--- src/rtl/uart_pkg.sv ---
// Shared types and helpers for the runtime-configurable UART core.
package uart_pkg;

   localparam int unsigned OVRSAMPLING = 16;

   typedef enum logic [1:0] {
      PAR_NONE = 2'd0,
      PAR_EVEN = 2'd1,
      PAR_ODD  = 2'd2
   } parity_t;

   typedef enum logic [2:0] {
      TX_IDLE, TX_START, TX_DATA, TX_PARITY, TX_STOP
   } tx_state_t;

   typedef enum logic [2:0] {
      RX_IDLE, RX_START, RX_DATA, RX_PARITY, RX_STOP
   } rx_state_t;

   function automatic logic [3:0] data_bit_count(input logic [1:0] cfg);
      return 4'(cfg) + 4'd5;
   endfunction

   function automatic logic [7:0] data_mask(input logic [1:0] cfg);
      return 8'hFF >> (2'd3 - cfg);
   endfunction

   // The reserved encoding 2'b11 behaves as no parity.
   function automatic parity_t decode_parity(input logic [1:0] cfg);
      return (cfg == 2'b11) ? PAR_NONE : parity_t'(cfg);
   endfunction

endpackage

--- src/rtl/uart_sync_fifo.sv ---
// Synchronous first-word-fall-through FIFO used for the TX and RX queues.
module uart_sync_fifo #(
   parameter int unsigned DATA_WIDTH = 8,
   parameter int unsigned ADDR_WIDTH = 4
) (
   input  logic                  clk,
   input  logic                  reset,
   input  logic                  wr,
   input  logic [DATA_WIDTH-1:0] wr_data,
   input  logic                  rd,
   output logic [DATA_WIDTH-1:0] rd_data,
   output logic                  full,
   output logic                  empty
);
   localparam int unsigned DEPTH = 2 ** ADDR_WIDTH;
   localparam int unsigned CNT_W = ADDR_WIDTH + 1;

   logic [DATA_WIDTH-1:0] mem [DEPTH];
   logic [ADDR_WIDTH-1:0] wr_ptr;
   logic [ADDR_WIDTH-1:0] rd_ptr;
   logic [CNT_W-1:0]      count;
   logic                  wr_en;
   logic                  rd_en;

   // A full FIFO still accepts a write when a read frees a slot in the same cycle.
   assign wr_en   = wr && (!full || rd);
   assign rd_en   = rd && !empty;
   assign full    = (count == CNT_W'(DEPTH));
   assign empty   = (count == '0);
   assign rd_data = mem[rd_ptr];

   always_ff @(posedge clk) begin
      if (reset) begin
         wr_ptr <= '0;
         rd_ptr <= '0;
         count  <= '0;
      end else begin
         if (wr_en) wr_ptr <= wr_ptr + ADDR_WIDTH'(1);
         if (rd_en) rd_ptr <= rd_ptr + ADDR_WIDTH'(1);
         case ({wr_en, rd_en})
            2'b10:   count <= count + CNT_W'(1);
            2'b01:   count <= count - CNT_W'(1);
            default: count <= count;
         endcase
      end
   end

   always_ff @(posedge clk) begin
      if (wr_en) mem[wr_ptr] <= wr_data;
   end

endmodule

--- src/rtl/uart_cfg_core.sv ---
// UART core: baud tick generator, 16x-oversampled TX/RX engines and TX/RX FIFOs
// with runtime-selectable frame format.
module uart_cfg_core #(
   parameter int unsigned MAX_DATA_BITS   = 8,
   parameter int unsigned FIFO_ADDR_WIDTH = 4,
   parameter int unsigned OVRSAMPLING     = uart_pkg::OVRSAMPLING,
   parameter int unsigned DVSR_WIDTH      = 11
) (
   input  logic                     clk,
   input  logic                     reset,
   input  logic [DVSR_WIDTH-1:0]    dvsr,
   input  logic [1:0]               cfg_data_bits,
   input  logic [1:0]               cfg_parity,
   input  logic                     cfg_stop2,
   input  logic                     wr_uart,
   input  logic [MAX_DATA_BITS-1:0] wr_data,
   input  logic                     rd_uart,
   output logic [MAX_DATA_BITS-1:0] rd_data,
   output logic                     rd_par_err,
   output logic                     rd_frm_err,
   input  logic                     clr_ovr,
   input  logic                     rx,
   output logic                     tx,
   output logic                     tx_full,
   output logic                     tx_empty,
   output logic                     rx_full,
   output logic                     rx_empty,
   output logic                     tx_busy,
   output logic                     rx_ovr
);
   import uart_pkg::*;

   localparam int unsigned TICK_W = $clog2(2 * OVRSAMPLING);
   localparam int unsigned IDX_W  = $clog2(MAX_DATA_BITS);
   localparam int unsigned RXF_W  = MAX_DATA_BITS + 2;
   localparam logic [TICK_W-1:0] BIT_END      = TICK_W'(OVRSAMPLING - 1);
   localparam logic [TICK_W-1:0] STOP2_END    = TICK_W'(2 * OVRSAMPLING - 1);
   localparam logic [TICK_W-1:0] START_SAMPLE = TICK_W'(OVRSAMPLING / 2 - 1);

   // Baud tick generator
   logic [DVSR_WIDTH-1:0] baud_cnt;
   logic                  tick;

   assign tick = (baud_cnt == dvsr);

   always_ff @(posedge clk) begin
      if (reset) baud_cnt <= '0;
      else       baud_cnt <= tick ? '0 : baud_cnt + DVSR_WIDTH'(1);
   end

   // FIFOs
   logic                     tx_pop;
   logic [MAX_DATA_BITS-1:0] tx_head;
   logic                     rx_push;
   logic [RXF_W-1:0]         rx_wdata;
   logic [RXF_W-1:0]         rx_head;

   uart_sync_fifo #(.DATA_WIDTH(MAX_DATA_BITS), .ADDR_WIDTH(FIFO_ADDR_WIDTH)) u_tx_fifo (
      .clk(clk), .reset(reset), .wr(wr_uart), .wr_data(wr_data), .rd(tx_pop),
      .rd_data(tx_head), .full(tx_full), .empty(tx_empty)
   );

   uart_sync_fifo #(.DATA_WIDTH(RXF_W), .ADDR_WIDTH(FIFO_ADDR_WIDTH)) u_rx_fifo (
      .clk(clk), .reset(reset), .wr(rx_push), .wr_data(rx_wdata), .rd(rd_uart),
      .rd_data(rx_head), .full(rx_full), .empty(rx_empty)
   );

   assign rd_data    = rx_empty ? '0 : rx_head[MAX_DATA_BITS-1:0];
   assign rd_par_err = !rx_empty && rx_head[MAX_DATA_BITS];
   assign rd_frm_err = !rx_empty && rx_head[MAX_DATA_BITS+1];

   // TX engine
   tx_state_t                tx_state;
   logic [TICK_W-1:0]        tx_s;
   logic [IDX_W-1:0]         tx_n;
   logic [MAX_DATA_BITS-1:0] tx_sr;
   logic [3:0]               tx_nbits;
   parity_t                  tx_par;
   logic                     tx_stop2;
   logic                     tx_pbit;
   logic                     tx_stop_end;

   assign tx_stop_end = tick && (tx_s == (tx_stop2 ? STOP2_END : BIT_END));
   // The next frame loads straight out of STOP so back-to-back frames have no gap.
   assign tx_pop = !tx_empty &&
                   (tx_state == TX_IDLE || (tx_state == TX_STOP && tx_stop_end));

   always_ff @(posedge clk) begin
      if (reset) begin
         tx_state <= TX_IDLE;
         tx       <= 1'b1;
         tx_busy  <= 1'b0;
         tx_s     <= '0;
         tx_n     <= '0;
         tx_sr    <= '0;
         tx_nbits <= 4'd8;
         tx_par   <= PAR_NONE;
         tx_stop2 <= 1'b0;
         tx_pbit  <= 1'b0;
      end else if (tx_pop) begin
         tx_state <= TX_START;
         tx       <= 1'b0;
         tx_busy  <= 1'b1;
         tx_s     <= '0;
         tx_sr    <= tx_head;
         tx_nbits <= data_bit_count(cfg_data_bits);
         tx_par   <= decode_parity(cfg_parity);
         tx_stop2 <= cfg_stop2;
         tx_pbit  <= (^(tx_head & data_mask(cfg_data_bits))) ^
                     (decode_parity(cfg_parity) == PAR_ODD);
      end else if (tick) begin
         case (tx_state)
            TX_IDLE: ;
            TX_START: begin
               if (tx_s == BIT_END) begin
                  tx_s     <= '0;
                  tx_n     <= '0;
                  tx       <= tx_sr[0];
                  tx_state <= TX_DATA;
               end else tx_s <= tx_s + TICK_W'(1);
            end
            TX_DATA: begin
               if (tx_s == BIT_END) begin
                  tx_s  <= '0;
                  tx_sr <= tx_sr >> 1;
                  if (4'(tx_n) + 4'd1 == tx_nbits) begin
                     tx       <= (tx_par == PAR_NONE) ? 1'b1 : tx_pbit;
                     tx_state <= (tx_par == PAR_NONE) ? TX_STOP : TX_PARITY;
                  end else begin
                     tx_n <= tx_n + IDX_W'(1);
                     tx   <= tx_sr[1];
                  end
               end else tx_s <= tx_s + TICK_W'(1);
            end
            TX_PARITY: begin
               if (tx_s == BIT_END) begin
                  tx_s     <= '0;
                  tx       <= 1'b1;
                  tx_state <= TX_STOP;
               end else tx_s <= tx_s + TICK_W'(1);
            end
            TX_STOP: begin
               if (tx_stop_end) begin
                  tx_state <= TX_IDLE;
                  tx_busy  <= 1'b0;
               end else tx_s <= tx_s + TICK_W'(1);
            end
            default: tx_state <= TX_IDLE;
         endcase
      end
   end

   // RX synchroniser plus one extra stage for falling-edge detection
   logic rx_q1, rx_s, rx_d;

   always_ff @(posedge clk) begin
      if (reset) begin
         rx_q1 <= 1'b1;
         rx_s  <= 1'b1;
         rx_d  <= 1'b1;
      end else begin
         rx_q1 <= rx;
         rx_s  <= rx_q1;
         rx_d  <= rx_s;
      end
   end

   // RX engine
   rx_state_t                rx_state;
   logic [TICK_W-1:0]        rx_sc;
   logic [IDX_W-1:0]         rx_n;
   logic [MAX_DATA_BITS-1:0] rx_dat;
   logic [3:0]               rx_nbits;
   parity_t                  rx_par;
   logic                     rx_perr;

   assign rx_push  = (rx_state == RX_STOP) && tick && (rx_sc == BIT_END);
   assign rx_wdata = {!rx_s, rx_perr, rx_dat};

   always_ff @(posedge clk) begin
      if (reset) begin
         rx_state <= RX_IDLE;
         rx_sc    <= '0;
         rx_n     <= '0;
         rx_dat   <= '0;
         rx_nbits <= 4'd8;
         rx_par   <= PAR_NONE;
         rx_perr  <= 1'b0;
      end else begin
         case (rx_state)
            RX_IDLE: begin
               if (rx_d && !rx_s) begin
                  rx_state <= RX_START;
                  rx_sc    <= '0;
                  rx_dat   <= '0;
                  rx_perr  <= 1'b0;
                  rx_nbits <= data_bit_count(cfg_data_bits);
                  rx_par   <= decode_parity(cfg_parity);
               end
            end
            RX_START: begin
               if (tick) begin
                  if (rx_sc == START_SAMPLE) begin
                     rx_sc    <= '0;
                     rx_n     <= '0;
                     rx_state <= rx_s ? RX_IDLE : RX_DATA;
                  end else rx_sc <= rx_sc + TICK_W'(1);
               end
            end
            RX_DATA: begin
               if (tick) begin
                  if (rx_sc == BIT_END) begin
                     rx_sc        <= '0;
                     rx_dat[rx_n] <= rx_s;
                     if (4'(rx_n) + 4'd1 == rx_nbits)
                        rx_state <= (rx_par == PAR_NONE) ? RX_STOP : RX_PARITY;
                     else
                        rx_n <= rx_n + IDX_W'(1);
                  end else rx_sc <= rx_sc + TICK_W'(1);
               end
            end
            RX_PARITY: begin
               if (tick) begin
                  if (rx_sc == BIT_END) begin
                     rx_sc    <= '0;
                     rx_perr  <= rx_s ^ (^rx_dat) ^ (rx_par == PAR_ODD);
                     rx_state <= RX_STOP;
                  end else rx_sc <= rx_sc + TICK_W'(1);
               end
            end
            RX_STOP: begin
               if (tick) begin
                  if (rx_sc == BIT_END) rx_state <= RX_IDLE;
                  else                  rx_sc    <= rx_sc + TICK_W'(1);
               end
            end
            default: rx_state <= RX_IDLE;
         endcase
      end
   end

   // Sticky overrun; a new overrun outranks a simultaneous clear.
   always_ff @(posedge clk) begin
      if (reset)                                rx_ovr <= 1'b0;
      else if (rx_push && rx_full && !rd_uart)  rx_ovr <= 1'b1;
      else if (clr_ovr)                         rx_ovr <= 1'b0;
   end

endmodule

--- config.mk ---
export PLATFORM = sky130hd
export DESIGN_NAME = uart_cfg_core
export DESIGN_NICKNAME = d
export VERILOG_FILES = /design/src/rtl/uart_pkg.sv /design/src/rtl/uart_sync_fifo.sv /design/src/rtl/uart_cfg_core.sv
export SDC_FILE = /design/constraint.sdc
export NUM_CORES = 1
export LEC_CHECK = 0
export CORE_MARGIN = 2
export CORE_UTILIZATION = 60
export DETAILED_ROUTE_END_ITERATION = 16
export PLACE_DENSITY = 0.78
export SYNTH_ARGS = -nofsm -noshare
export SYNTH_HDL_FRONTEND = slang
export SYNTH_SLANG_ARGS = --single-unit
--- constraint.sdc ---
create_clock -name clk -period 5.75 [get_ports clk]
set_input_delay 1.725 -clock clk [delete_from_list [all_inputs] [get_ports clk]]
set_output_delay 1.725 -clock clk [all_outputs]
set_load 0.01 [all_outputs]
# Word level (Yosys, flattened, before mapping)

Memory sizes are Yosys's and may differ from the RTL's. A register that Yosys moved wholly into a read port is not among the register bits.
Index checks and enable logic that the tools add are counted.

Add/sub/neg operators: 17
Order comparisons: 2
Eq/ne operators: 50
Shifts and indexed selects: 1
Multiplexer cells: 85
Bitwise gates (word level): 6
Reduce and logical (&&, ||, !) cells: 64

Operators with widths:

| operator                                                               | number |
|---|---|
| 3-bit 2-to-1 mux                                                       | 25 |
| 8-bit 2-to-1 mux                                                       | 8 |
| 5-bit 2-to-1 mux                                                       | 10 |
| 2-bit != test (second input constant)                                  | 18 |
| 3-bit one-hot mux with 5 select lines                                  | 2 |
| 5-bit one-hot mux with 2 select lines                                  | 3 |
| 2-bit nonzero test                                                     | 13 |
| 1-bit 2-to-1 mux                                                       | 23 |
| 5-bit by 1-bit adder with 5-bit output (second input constant)         | 4 |
| 5-bit one-hot mux with 4 select lines                                  | 1 |
| 6-bit AND reduction                                                    | 3 |
| 4-bit by 1-bit adder with 4-bit output (second input constant)         | 4 |
| 4-bit 2-to-1 mux                                                       | 4 |
| 8-bit one-hot mux with 2 select lines                                  | 1 |
| 8-bit XOR reduction                                                    | 2 |
| 1-bit logical AND                                                      | 15 |
| 3-bit by 2-bit != test with 1-bit output (second input constant)       | 5 |
| 7-bit AND reduction                                                    | 2 |
| 3-bit by 2-bit equality test with 1-bit output (second input constant) | 4 |
| 3-bit one-hot mux with 2 select lines                                  | 2 |
| 11-bit by 1-bit adder with 11-bit output (second input constant)       | 1 |
| 11-bit equality test                                                   | 1 |
| 2-bit equality test (second input constant)                            | 5 |
| 5-bit by 4-bit equality test with 1-bit output (second input constant) | 2 |
| 37 further kinds                                                       | 67 |

Flip-flop bits (word level): 96
RAM bits: 288
Input port bits: 30
Output and inout bits: 17
Memories kept: 2

Memories:

| name          | depth | width | rd ports | clocked after memory_dff | wr ports | line                 | source |
|---|---|---|---|---|---|---|---|
| u_rx_fifo.mem | 16    | 10    | 1        | 1                        | 1        | uart_sync_fifo.sv:18 | `logic [DATA_WIDTH-1:0] mem [DEPTH];` |
| u_tx_fifo.mem | 16    | 8     | 1        | 1                        | 1        | uart_sync_fifo.sv:18 |  |

# Depth between registers and ports, before layout

Gate-level depths: netlist of the first run.

Depth after elaboration: 10
Mapped depth: 17

# Cells and area by module

A second synthesis of the first run with hierarchy kept.

Cell total of the unflattened synthesis: 1091
Area total of the unflattened synthesis: 16716.0 µm²

By module, submodules not included:

| module                     | instances | cells each | area an instance (µm²) |
|---|---|---|---|
| uart_sync_fifo (u_rx_fifo) | 1         | 335        | 7000.5 |
| uart_sync_fifo (u_tx_fifo) | 1         | 291        | 5805.6 |
| uart_cfg_core              | 1         | 465        | 3910.0 |

# Worst setup path after synthesis of the first run

No wires, ideal clock.

Kind: input to register
Start point: input dvsr[2]
End point: register u_tx_fifo.count[4]
Library setup time: 0.070 ns
Data arrival time: 4.882 ns
Path slack: 0.797 ns
Cell stages on the path: 17
Path buffers: 2
Cells stage by stage: xnor2_1 > and4_1 > nand3_1 > o21ai_1 > nand2_1 > inv_2 > clkbuf_1 > clkbuf_1 > ha_1 > inv_1 > fa_1 > inv_1 > a21o_1 > a21oi_1 > xnor2_1 > or3_1 > a21oi_1

Word-level cells in the longest chain between the ends: 9

RTL lines:

| item                                                                                         | line                 | source |
|---|---|---|
| start, declared                                                                              | uart_cfg_core.sv:11  | `input logic [DVSR_WIDTH-1:0] dvsr,` |
| 11-bit equality test *                                                                       | uart_cfg_core.sv:44  | `assign tick = (baud_cnt == dvsr);` |
| 1-bit logical AND *                                                                          | uart_cfg_core.sv:83  | `assign tx_stop_end = tick && (tx_s == (tx_stop2 ? STOP2_END : BIT_END));` |
| 1-bit logical AND *                                                                          | uart_cfg_core.sv:86  | `(tx_state == TX_IDLE \|\| (tx_state == TX_STOP && tx_stop_end));` |
| 1-bit logical OR *                                                                           | uart_cfg_core.sv:86  |  |
| 1-bit logical AND *                                                                          | uart_cfg_core.sv:85  | `assign tx_pop = !tx_empty &&` |
| net tx_pop                                                                                   | uart_cfg_core.sv:52  | `logic tx_pop;` |
| 1-bit logical OR                                                                             | uart_sync_fifo.sv:26 | `assign wr_en = wr && (!full \|\| rd);` |
| 1-bit logical AND                                                                            | uart_sync_fifo.sv:26 |  |
| 2-bit by 1-bit equality test with 1-bit output / 2-bit equality test (equally long branches) | uart_sync_fifo.sv:40 | `case ({wr_en, rd_en})` |
| 5-bit one-hot mux with 2 select lines / 2-bit nonzero test (equally long branches)           | --                   |  |
| end signal, assigned                                                                         | uart_sync_fifo.sv:41 | `2'b10: count <= count + CNT_W'(1);` |
| end signal, assigned                                                                         | uart_sync_fifo.sv:42 | `2'b01: count <= count - CNT_W'(1);` |
| end signal, assigned                                                                         | uart_sync_fifo.sv:43 | `default: count <= count;` |
| end, declared                                                                                | uart_sync_fifo.sv:21 | `logic [CNT_W-1:0] count;` |

Mark *: on every way through the listed nets, which the timed path passes. The rest lies on a longest branch.
A chain may end at the register's enable or synchronous reset.

==> results of run 1 <==
[state kept, by name (all words and copies together), names as in the netlist, 5 cells and up, named ones only]
name,count
u_rx_fifo.count,5
u_rx_fifo.mem,160
rx_sc,5
rx_dat,8
u_tx_fifo.count,5
u_tx_fifo.mem,128
tx_sr,8
tx_s,5
baud_cnt,11
[area by class of cell]
class / count / area share
clock buffer: 58 / 0.0598
tap: 372 / 0.0248
sequential: 392 / 0.573
clock inverter: 14 / 0.00561
inverter: 29 / 0.00581
multi-input combinational: 660 / 0.294
timing repair buffer: 75 / 0.0366
[cell usage in the layout, fill, tap and decap left out, drive strengths merged, types with 6 or more instances in the layout]
cell           instances
ha                    27
xnor2                 30
a211oi                 9
and2                   7
nor3                  14
nand3                 25
clkbuf                58
clkinv                12
mux2i                 37
or2                    6
nand4                 10
or3                    9
a21o                   7
nand2b                17
or4                    6
buf                   30
inv                   29
clkdlybuf4s50         45
a221oi                 6
dfxtp                104
a21oi                 59
mux4                  76
nor2                 106
xor2                  24
o21ai                 22
edfxtp               288
nor2b                 25
and3                  21
nand2                 51
[kinds of logic after synthesis]
kind of cell,count (synthesis)
and+or+nand+nor,317
AOI/OAI and AO/OA,140
DFF,392
adders and majority gates,29
buffers and inverters,88
muxes,117
xor gates and xnor gates,57
[worst paths after layout]
kind	start	endpoint	slack, ps	cells after the start
worst max-delay path	flip-flop	rd_data[7]	890	5
worst min-delay path	rx_q1	rx_s	420	1
worst max register to register	u_rx_fifo.count[0]	u_rx_fifo.count[4]	1950	10
worst min register to register	rx_q1	rx_s	420	1
[stage by stage]
step           total power [mW]   util  area, sq um
2_1_floorplan              4.03      -        16600
3_3_place_gp               4.25  0.646        17500
3_5_place_dp               4.29  0.646        17500
4_1_cts                    6.68  0.691        18700
5_1_grt                    6.90  0.691        18700
6_report                   6.63  0.691        18700
[where the power goes]
group | switching (mW) | total (mW) | internal (mW)
Sequential | 0.130 | 3.25 | 3.12
Combinational | 0.521 | 0.981 | 0.461
Clock | 0.998 | 2.40 | 1.40
[per-layer routing]
layer	global-route usage	wire length, um	up-vias
li1	-	-	4443
met1	0.297	13200	4667
met2	0.413	17100	274
met3	0.0384	1610	65
met4	0.0721	783	0
met5	0	0	-
==> flow_metrics.env, run 1 <==
export IMPL_cpLargestDelayFamily="multiplexers"
export IMPL_stdcell_count=1600
export IMPL_worstPathArrival_ps=3140
export IMPL_ctsHoldBuffers=0
export IMPL_drv_slew=0
export IMPL_io_pins=47
export IMPL_irDropWorstVdd_mv=0.324
export IMPL_layout_drive_gt1_share=0.140
export IMPL_cts_resized=0
export IMPL_worst_pin_slew_ps=1120
export IMPL_grt_pass1_wl_um=51800
export IMPL_gp_congestion=0.817
export IMPL_drt_iter0_drc=899
export IMPL_outcome="completed"
export IMPL_startpoint_type="flip-flop"
export IMPL_drv_cap=0
export IMPL_power_density_mw_per_mm2=354
export IMPL_synth_commonest_cells="edfxtp_1 (288), nor2_1 (106), dfxtp_1 (104)"
export IMPL_num_fill_cells=1780
export IMPL_finalHoldViolCount=0
export IMPL_critPathCaptureType="output pin"
export IMPL_cts_tree="built"
export IMPL_whs_ps=418
export IMPL_cts_sinks=392
export IMPL_drt_wirelength_per_cell_um=20.5
export IMPL_path_clk_slew_ps=60
export IMPL_areaGrowthSynthToFinish_pct=12.6
export IMPL_synthAdderAreaFrac=0.0227
export IMPL_die_h_um=171
export IMPL_cpMaxStageDelayCell="dfxtp_2"
export IMPL_clkLatencyLatePin_ps=530
export IMPL_hp_class="flip-flop to flip-flop"
export IMPL_dr_total_vias=9449
export IMPL_synth_compound_area_frac=0.0524
export IMPL_async_flop_share=0
export IMPL_synth_most_common_cell="edfxtp_1"
export IMPL_yosysSeqAreaShare=0.645
export IMPL_critPathRequiredTime_ps=4030
export IMPL_yosys_area_share_simple=0.0960
export IMPL_synth_xor_area_share=0.0326
export IMPL_antenna_cells=0
export IMPL_synth_edf_count=288
export IMPL_dieArea_sq_mm=0.0291
export IMPL_relSlewSlack=0.255
export IMPL_seq_area_sq_mm=0.0107
export IMPL_postRouteAntennaNets=0
export IMPL_netlist_cell_type_count=69
export IMPL_cp_common_cell="mux4_2"
export IMPL_rsz0062_at_grt="no"
export IMPL_grt_pass1_vias=9517
export IMPL_vias_per_cell=5.91
export IMPL_muxShareOfSynthArea=0.128
export IMPL_critPathMaxFanout=25
export IMPL_core_area_sq_mm=0.0271
export IMPL_cts_root_buffer="clkbuf_16"
export IMPL_fin_crit_sh=0.845
export IMPL_start_util=0.614
export IMPL_setup_tns_ps=0
export IMPL_static_leakage_power_nw=6.55
export IMPL_final_setup_worst_slack_ps=888
export IMPL_clockBufferDepth=3
export IMPL_yosys_area_top_type="edfxtp_1"
export IMPL_crit_buf_inv=2
export IMPL_grt_use_total=0.234
export IMPL_grt_antenna_before_repair=0
export IMPL_setup_violations=0
export IMPL_skew_ps=14.4
export IMPL_max_stage_delay_ps=770
export IMPL_yosysWarnings=0
export IMPL_cts_max_level=2
export IMPL_multi_input_area_sq_mm=0.00552
export IMPL_synth_avg_cell_area_sq_um=14.6
export IMPL_synth_main_ff_cell="edfxtp_1"
export IMPL_grt_overflow=0
export IMPL_io_buffers=46
export IMPL_cts_inserted_buffers=40
export IMPL_firstDrtPassIters=5
export IMPL_path_class="flip-flop to output pin"
export IMPL_synth_seq_cells=392
export IMPL_synth_top_area_frac=0.520
export IMPL_syn_inst=1140
export IMPL_die_x_um=171
export IMPL_totalWireLength_um=32700
export IMPL_placementRows=60
export IMPL_nNetsFinal=1257
export IMPL_drc=0
export IMPL_dp_cells=1528
export IMPL_synth_top_family_by_area="multiplexers"
export IMPL_grt_start_max_net_pins=54
export IMPL_place_ws_ps=512
export IMPL_timing_final_crit_period_ps=4860
export IMPL_path_cells="buf_4, mux4_2, mux4_2, nor2b_1, clkdlybuf4s50_1"
export IMPL_ys_top_cells_by_area="edfxtp_1 (52%), dfxtp_1 (13%), mux4_2 (10%), nor2_1 (2.4%), mux2i_1 (2.2%)"
export IMPL_dp_hpwl_um=21200
export IMPL_cts_setup_buffers=0
export IMPL_netlist_area_sq_mm=0.0166
export IMPL_syn_nets=1199
export IMPL_fmax_mhz=206
Note: power is estimated with default switching activity, not from simulation.
==> run 2, diff against run 1 <==
Clock period 5.75 ns to 5.1 ns, I/O delays scaled along.
==> flow_metrics.env, run 2 (synthesis results as in run 1) <==
export IMPL_path_class="flip-flop to output pin"
export IMPL_postRouteAntennaNets=0
export IMPL_r2r_start="rx_sc[0]"
export IMPL_final_setup_worst_slack_ps=677
export IMPL_top_register="u_rx_fifo.mem"
export IMPL_worst_r2r_path_depth=14
export IMPL_drv_cap=0
export IMPL_grt_pass1_vias=9663
export IMPL_io_pins=47
export IMPL_firstDrtPassIters=5
export IMPL_drv_slew=0
export IMPL_path_clk_slew_ps=60
export IMPL_startpoint_type="flip-flop"
export IMPL_setup_violations=0
export IMPL_areaGrowthSynthToFinish_pct=13.1
export IMPL_timing_final_crit_period_ps=4420
export IMPL_outcome="completed"
export IMPL_whs_ps=410
export IMPL_reg_top3="u_rx_fifo.mem (160), u_tx_fifo.mem (128), baud_cnt (11)"
export IMPL_critPathMaxFanout=40
export IMPL_total_power_mw=7.61
export IMPL_fmax_mhz=226
export IMPL_layout_commonest_cell="edfxtp_1"
export IMPL_grt_antenna_before_repair=0
export IMPL_clkLatencyLatePin_ps=540
export IMPL_hold_end="rx_s"
export IMPL_ctsHoldBuffers=0
export IMPL_cts_max_level=2
export IMPL_layout_common_cells="edfxtp_1 (288), nor2_1 (106), dfxtp_1 (101)"
export IMPL_irDropWorstVdd_mv=0.319
export IMPL_relSlewSlack=0.382
export IMPL_cts_inserted_buffers=40
export IMPL_grt_pass1_wl_um=52800
export IMPL_totalWireLength_um=33300
export IMPL_ff2ff_setup_slack_ps=1690
export IMPL_place_ws_ps=287
export IMPL_drt_wirelength_per_cell_um=20.8
export IMPL_grt_overflow=0
export IMPL_critPathCaptureType="output pin"
export IMPL_rsz0062_at_grt="no"
export IMPL_setup_tns_ps=0
export IMPL_layout_drive_gt1_share=0.145
export IMPL_dieArea_sq_mm=0.0291
export IMPL_dp_hpwl_um=21200
export IMPL_dp_cells=1530
export IMPL_min_from="rx_q1"
export IMPL_cp_common_cell="mux4_2"
export IMPL_skew_ps=24.9
export IMPL_path_cells="buf_12, mux4_2, mux4_2, nor2b_1, clkdlybuf4s50_1"
export IMPL_worstPathArrival_ps=2890
export IMPL_grt_use_total=0.237
export IMPL_crit_buf_inv=2
export IMPL_critPathRequiredTime_ps=3570
export IMPL_grt_start_max_net_pins=48
export IMPL_fin_crit_sh=0.867
export IMPL_io_buffers=46
export IMPL_hold_depth=1
export IMPL_drc=0
export IMPL_antenna_cells=0
export IMPL_nNetsFinal=1259
export IMPL_worst_pin_slew_ps=928
export IMPL_largest_reg_flops=160
export IMPL_stdcell_count=1603
export IMPL_clockBufferDepth=3
export IMPL_finalHoldViolCount=0
export IMPL_drt_iter0_drc=848
export IMPL_static_leakage_power_nw=6.59
export IMPL_placementRows=60
export IMPL_cts_resized=0
export IMPL_core_area_sq_mm=0.0271
export IMPL_dr_total_vias=9557
export IMPL_cts_sinks=392
export IMPL_cpLargestDelayFamily="multiplexers"
export IMPL_r2r_end="u_rx_fifo.count[4]"
export IMPL_die_h_um=171
export IMPL_cts_setup_buffers=0
export IMPL_cts_tree="built"
export IMPL_die_x_um=171
export IMPL_start_util=0.614
export IMPL_vias_per_cell=5.96
export IMPL_max_stage_delay_ps=600
export IMPL_num_fill_cells=1788
export IMPL_cpMaxStageDelayCell="mux4_2"
export IMPL_power_density_mw_per_mm2=405
export IMPL_hp_class="flip-flop to flip-flop"
export IMPL_cts_root_buffer="clkbuf_16"
export IMPL_gp_congestion=0.858
## run 2: cell types whose count changed in the layout (fill, tap and decap cells not counted)
| cell | change |
|---|---|
| buf_4 | +2 |
| bufinv_16 | +2 |
| clkbuf_1 | -7 |
| clkbuf_8 | +1 |
| clkinv_1 | +3 |
| clkinv_2 | +3 |
| clkinv_4 | -1 |
## run 2: worst max path at each step
| stage | from | end | slack [ps] | depth (start not counted) |
|---|---|---|---|---|
| 4_1_cts | flip-flop | rd_frm_err | 610 | 5 |
| 2_1_floorplan | dvsr[2] | u_tx_fifo.count[4] | 340 | 17 |
| 6_report | flip-flop | rd_par_err | 680 | 5 |
| 5_1_grt | dvsr[0] | u_tx_fifo.count[4] | 520 | 17 |
| 3_3_place_gp | dvsr[8] | u_rx_fifo.count[4] | 380 | 14 |
| 3_5_place_dp | dvsr[4] | u_rx_fifo.count[4] | 290 | 14 |
## run 2: where the power goes
| part | switching [mW] | internal [mW] | total [mW] |
|---|---|---|---|
| clock | 1.16 | 1.68 | 2.84 |
| sequential | 0.125 | 3.52 | 3.64 |
| combinational | 0.604 | 0.520 | 1.12 |
| total | 1.89 | 5.72 | 7.61 |
## run 2: through the flow
step	util	area [sq um]
4_1_cts	0.694	18800
3_3_place_gp	0.647	17500
3_5_place_dp	0.647	17500
6_report	0.694	18800
5_1_grt	0.694	18800
2_1_floorplan	-	16600
## run 2: cell type report
type | count | area (sq um) | area share
flip-flops and latches | 392 | 10700 | 0.570
repair buffers | 77 | 701 | 0.0372
inverters | 29 | 109 | 0.00578
multi-input cells | 660 | 5520 | 0.293
clock inverters | 21 | 183 | 0.00971
well taps | 372 | 465 | 0.0247
clock buffers | 52 | 1110 | 0.0589
## run 2: worst reg2reg max path, cell delays in order (launching register included)
cell and delay (ps):
dfxtp_1 390, ha_1 230, nand3_1 110, inv_1 70, ha_1 370, inv_1 140
nor4_2 370, inv_2 50, ha_1 270, fa_1 440, a21o_1 170, a21oi_1 170
xor2_1 90, or3_1 330, a21oi_1 140
## run 2: per-layer routing
layer / up-vias / GRT usage / share of wire
met5: - / 0 / 0
li1: 4451 / - / -
met1: 4786 / 0.312 / 0.42
met4: 0 / 0.0643 / 0.018
met3: 48 / 0.0312 / 0.042
met2: 272 / 0.418 / 0.52
==> run 3, diff against run 2 <==
Settings changed: CORE_MARGIN 2 to 3, PLACE_DENSITY 0.78 to 0.79, SETUP_SLACK_MARGIN from default to 0.1.
==> flow_metrics.env, run 3 (synthesis results as in run 1) <==
export IMPL_layout_commonest_cell="edfxtp_1"
export IMPL_timing_final_crit_period_ps=4460
export IMPL_path_clk_slew_ps=60
export IMPL_cell_internal_pwr_mw=5.60
export IMPL_grt_overflow=0
export IMPL_worst_pin_slew_ps=1090
export IMPL_cpMaxStageDelayCell="dfxtp_2"
export IMPL_ctsHoldBuffers=0
export IMPL_critPathRequiredTime_ps=3570
export IMPL_cts_tree="built"
export IMPL_clockBufferDepth=3
export IMPL_setup_violations=0
export IMPL_firstDrtPassIters=5
export IMPL_dr_total_vias=9611
export IMPL_min_from="rx_q1"
export IMPL_dp_hpwl_um=21500
export IMPL_cpLargestDelayFamily="multiplexers"
export IMPL_fmax_mhz=224
export IMPL_fin_crit_sh=0.875
export IMPL_finalHoldViolCount=0
export IMPL_crit_buf_inv=2
export IMPL_antenna_cells=0
export IMPL_path_cells="buf_4, mux4_2, mux4_2, nor2b_1, clkdlybuf4s50_1"
export IMPL_power_frac_seq=0.489
export IMPL_worst_r2r_path_depth=14
export IMPL_utilization=0.692
export IMPL_cts_resized=0
export IMPL_dieArea_sq_mm=0.0298
export IMPL_grt_pass1_vias=9858
export IMPL_drv_slew=0
export IMPL_setup_tns_ps=0
export IMPL_cp_common_cell="mux4_2"
export IMPL_totalWireLength_um=33300
export IMPL_max_stage_delay_ps=520
export IMPL_place_ws_ps=245
export IMPL_drt_iter0_drc=784
export IMPL_cts_max_level=2
export IMPL_vias_per_cell=5.99
export IMPL_grt_pass1_wl_um=53200
export IMPL_irDropWorstVdd_mv=0.486
export IMPL_num_fill_cells=1790
export IMPL_cts_inserted_buffers=40
export IMPL_layout_drive_gt1_share=0.144
export IMPL_grt_start_max_net_pins=49
export IMPL_start_util=0.614
export IMPL_die_x_um=173
export IMPL_postLayoutCellArea_sq_mm=0.0188
export IMPL_placementRows=60
export IMPL_static_leakage_power_nw=6.56
export IMPL_drv_cap=0
export IMPL_drc=0
export IMPL_cts_root_buffer="clkbuf_16"
export IMPL_worstPathArrival_ps=2930
export IMPL_switching_share=0.252
export IMPL_reg_top3="u_rx_fifo.mem (160), u_tx_fifo.mem (128), baud_cnt (11)"
export IMPL_total_power_mw=7.49
export IMPL_relSlewSlack=0.275
export IMPL_combPwrFrac=0.150
export IMPL_clkPwrFrac=0.362
export IMPL_critPathMaxFanout=19
export IMPL_grt_use_total=0.225
export IMPL_drt_wirelength_per_cell_um=20.8
export IMPL_power_density_mw_per_mm2=399
export IMPL_hp_class="flip-flop to flip-flop"
export IMPL_io_pins=47
export IMPL_r2r_end="u_rx_fifo.count[4]"
export IMPL_grt_antenna_before_repair=0
export IMPL_startpoint_type="flip-flop"
export IMPL_areaGrowthSynthToFinish_pct=12.7
export IMPL_clkLatencyLatePin_ps=530
export IMPL_top_register="u_rx_fifo.mem"
export IMPL_io_buffers=46
export IMPL_outcome="completed"
export IMPL_hold_depth=1
export IMPL_rsz0062_at_grt="no"
export IMPL_largest_reg_flops=160
export IMPL_placed_area_sq_mm=0.0175
export IMPL_nNetsFinal=1261
export IMPL_path_class="flip-flop to output pin"
export IMPL_ff2ff_setup_slack_ps=1660
export IMPL_cts_sinks=392
export IMPL_skew_ps=23.1
export IMPL_p_sw_mw=1.89
export IMPL_postRouteAntennaNets=0
export IMPL_hold_end="rx_s"
export IMPL_die_h_um=173
export IMPL_final_setup_worst_slack_ps=638
export IMPL_layout_common_cells="edfxtp_1 (288), nor2_1 (106), dfxtp_1 (101)"
export IMPL_core_area_sq_mm=0.0271
export IMPL_critPathCaptureType="output pin"
export IMPL_gp_congestion=0.798
export IMPL_r2r_start="rx_sc[0]"
export IMPL_cts_setup_buffers=0
[run 3: changes by cell type in the layout (fill, tap and decap cells not counted), sizes merged]
cell,before,now
buf,32,34
bufinv,3,1
clkbuf,52,55
clkinv,17,12
clkinvlp,1,2
inv,29,31
[run 3: through the flow]
stage                     hold slack (ps)  instances
after floorplan                       389       1140
final                                 409       1604
after CTS                             410       1604
after global routing                  424       1604
after detailed placement              396       1532
after global placement                398       1532
[run 3: worst max path at each step]
stage | from | depth (start not counted) | slack [ps] | endpoint
2_1_floorplan | dvsr[2] | 17 | 340 | u_tx_fifo.count[4]
3_5_place_dp | dvsr[10] | 17 | 240 | u_tx_fifo.count[4]
4_1_cts | flip-flop | 5 | 590 | rd_frm_err
6_report | flip-flop | 5 | 640 | rd_frm_err
3_3_place_gp | dvsr[4] | 17 | 340 | u_tx_fifo.count[4]
5_1_grt | dvsr[10] | 17 | 510 | u_tx_fifo.count[4]
[run 3: area by class of cell]
cell class,count,area [sq um],share of cell area
multi-input combinational,660,5520,0.294
clock buffer,55,1100,0.0586
inverter,29,109,0.00580
sequential,392,10700,0.572
tap,372,465,0.0248
timing repair buffer,79,716,0.0382
clock inverter,17,114,0.00607
[run 3: power by group through the flow]
| stage | combinational [mW] | clock, mW | sequential [mW] |
|---|---|---|---|
| 2_1_floorplan | 0.896 | 0 | 3.64 |
| 3_3_place_gp | 1.08 | 0 | 3.72 |
| 4_1_cts | 1.12 | 2.76 | 3.66 |
| 5_1_grt | 1.23 | 2.88 | 3.68 |
| 3_5_place_dp | 1.11 | 0 | 3.73 |
| 6_report | 1.12 | 2.71 | 3.66 |
[run 3: routing by layer]
| layer | part of all wire | track usage | vias up |
|---|---|---|---|
| li1 | - | - | 4444 |
| met1 | 0.40 | 0.290 | 4799 |
| met2 | 0.52 | 0.392 | 289 |
| met3 | 0.048 | 0.0302 | 79 |
| met4 | 0.031 | 0.0869 | 0 |
| met5 | 0 | 0 | - |
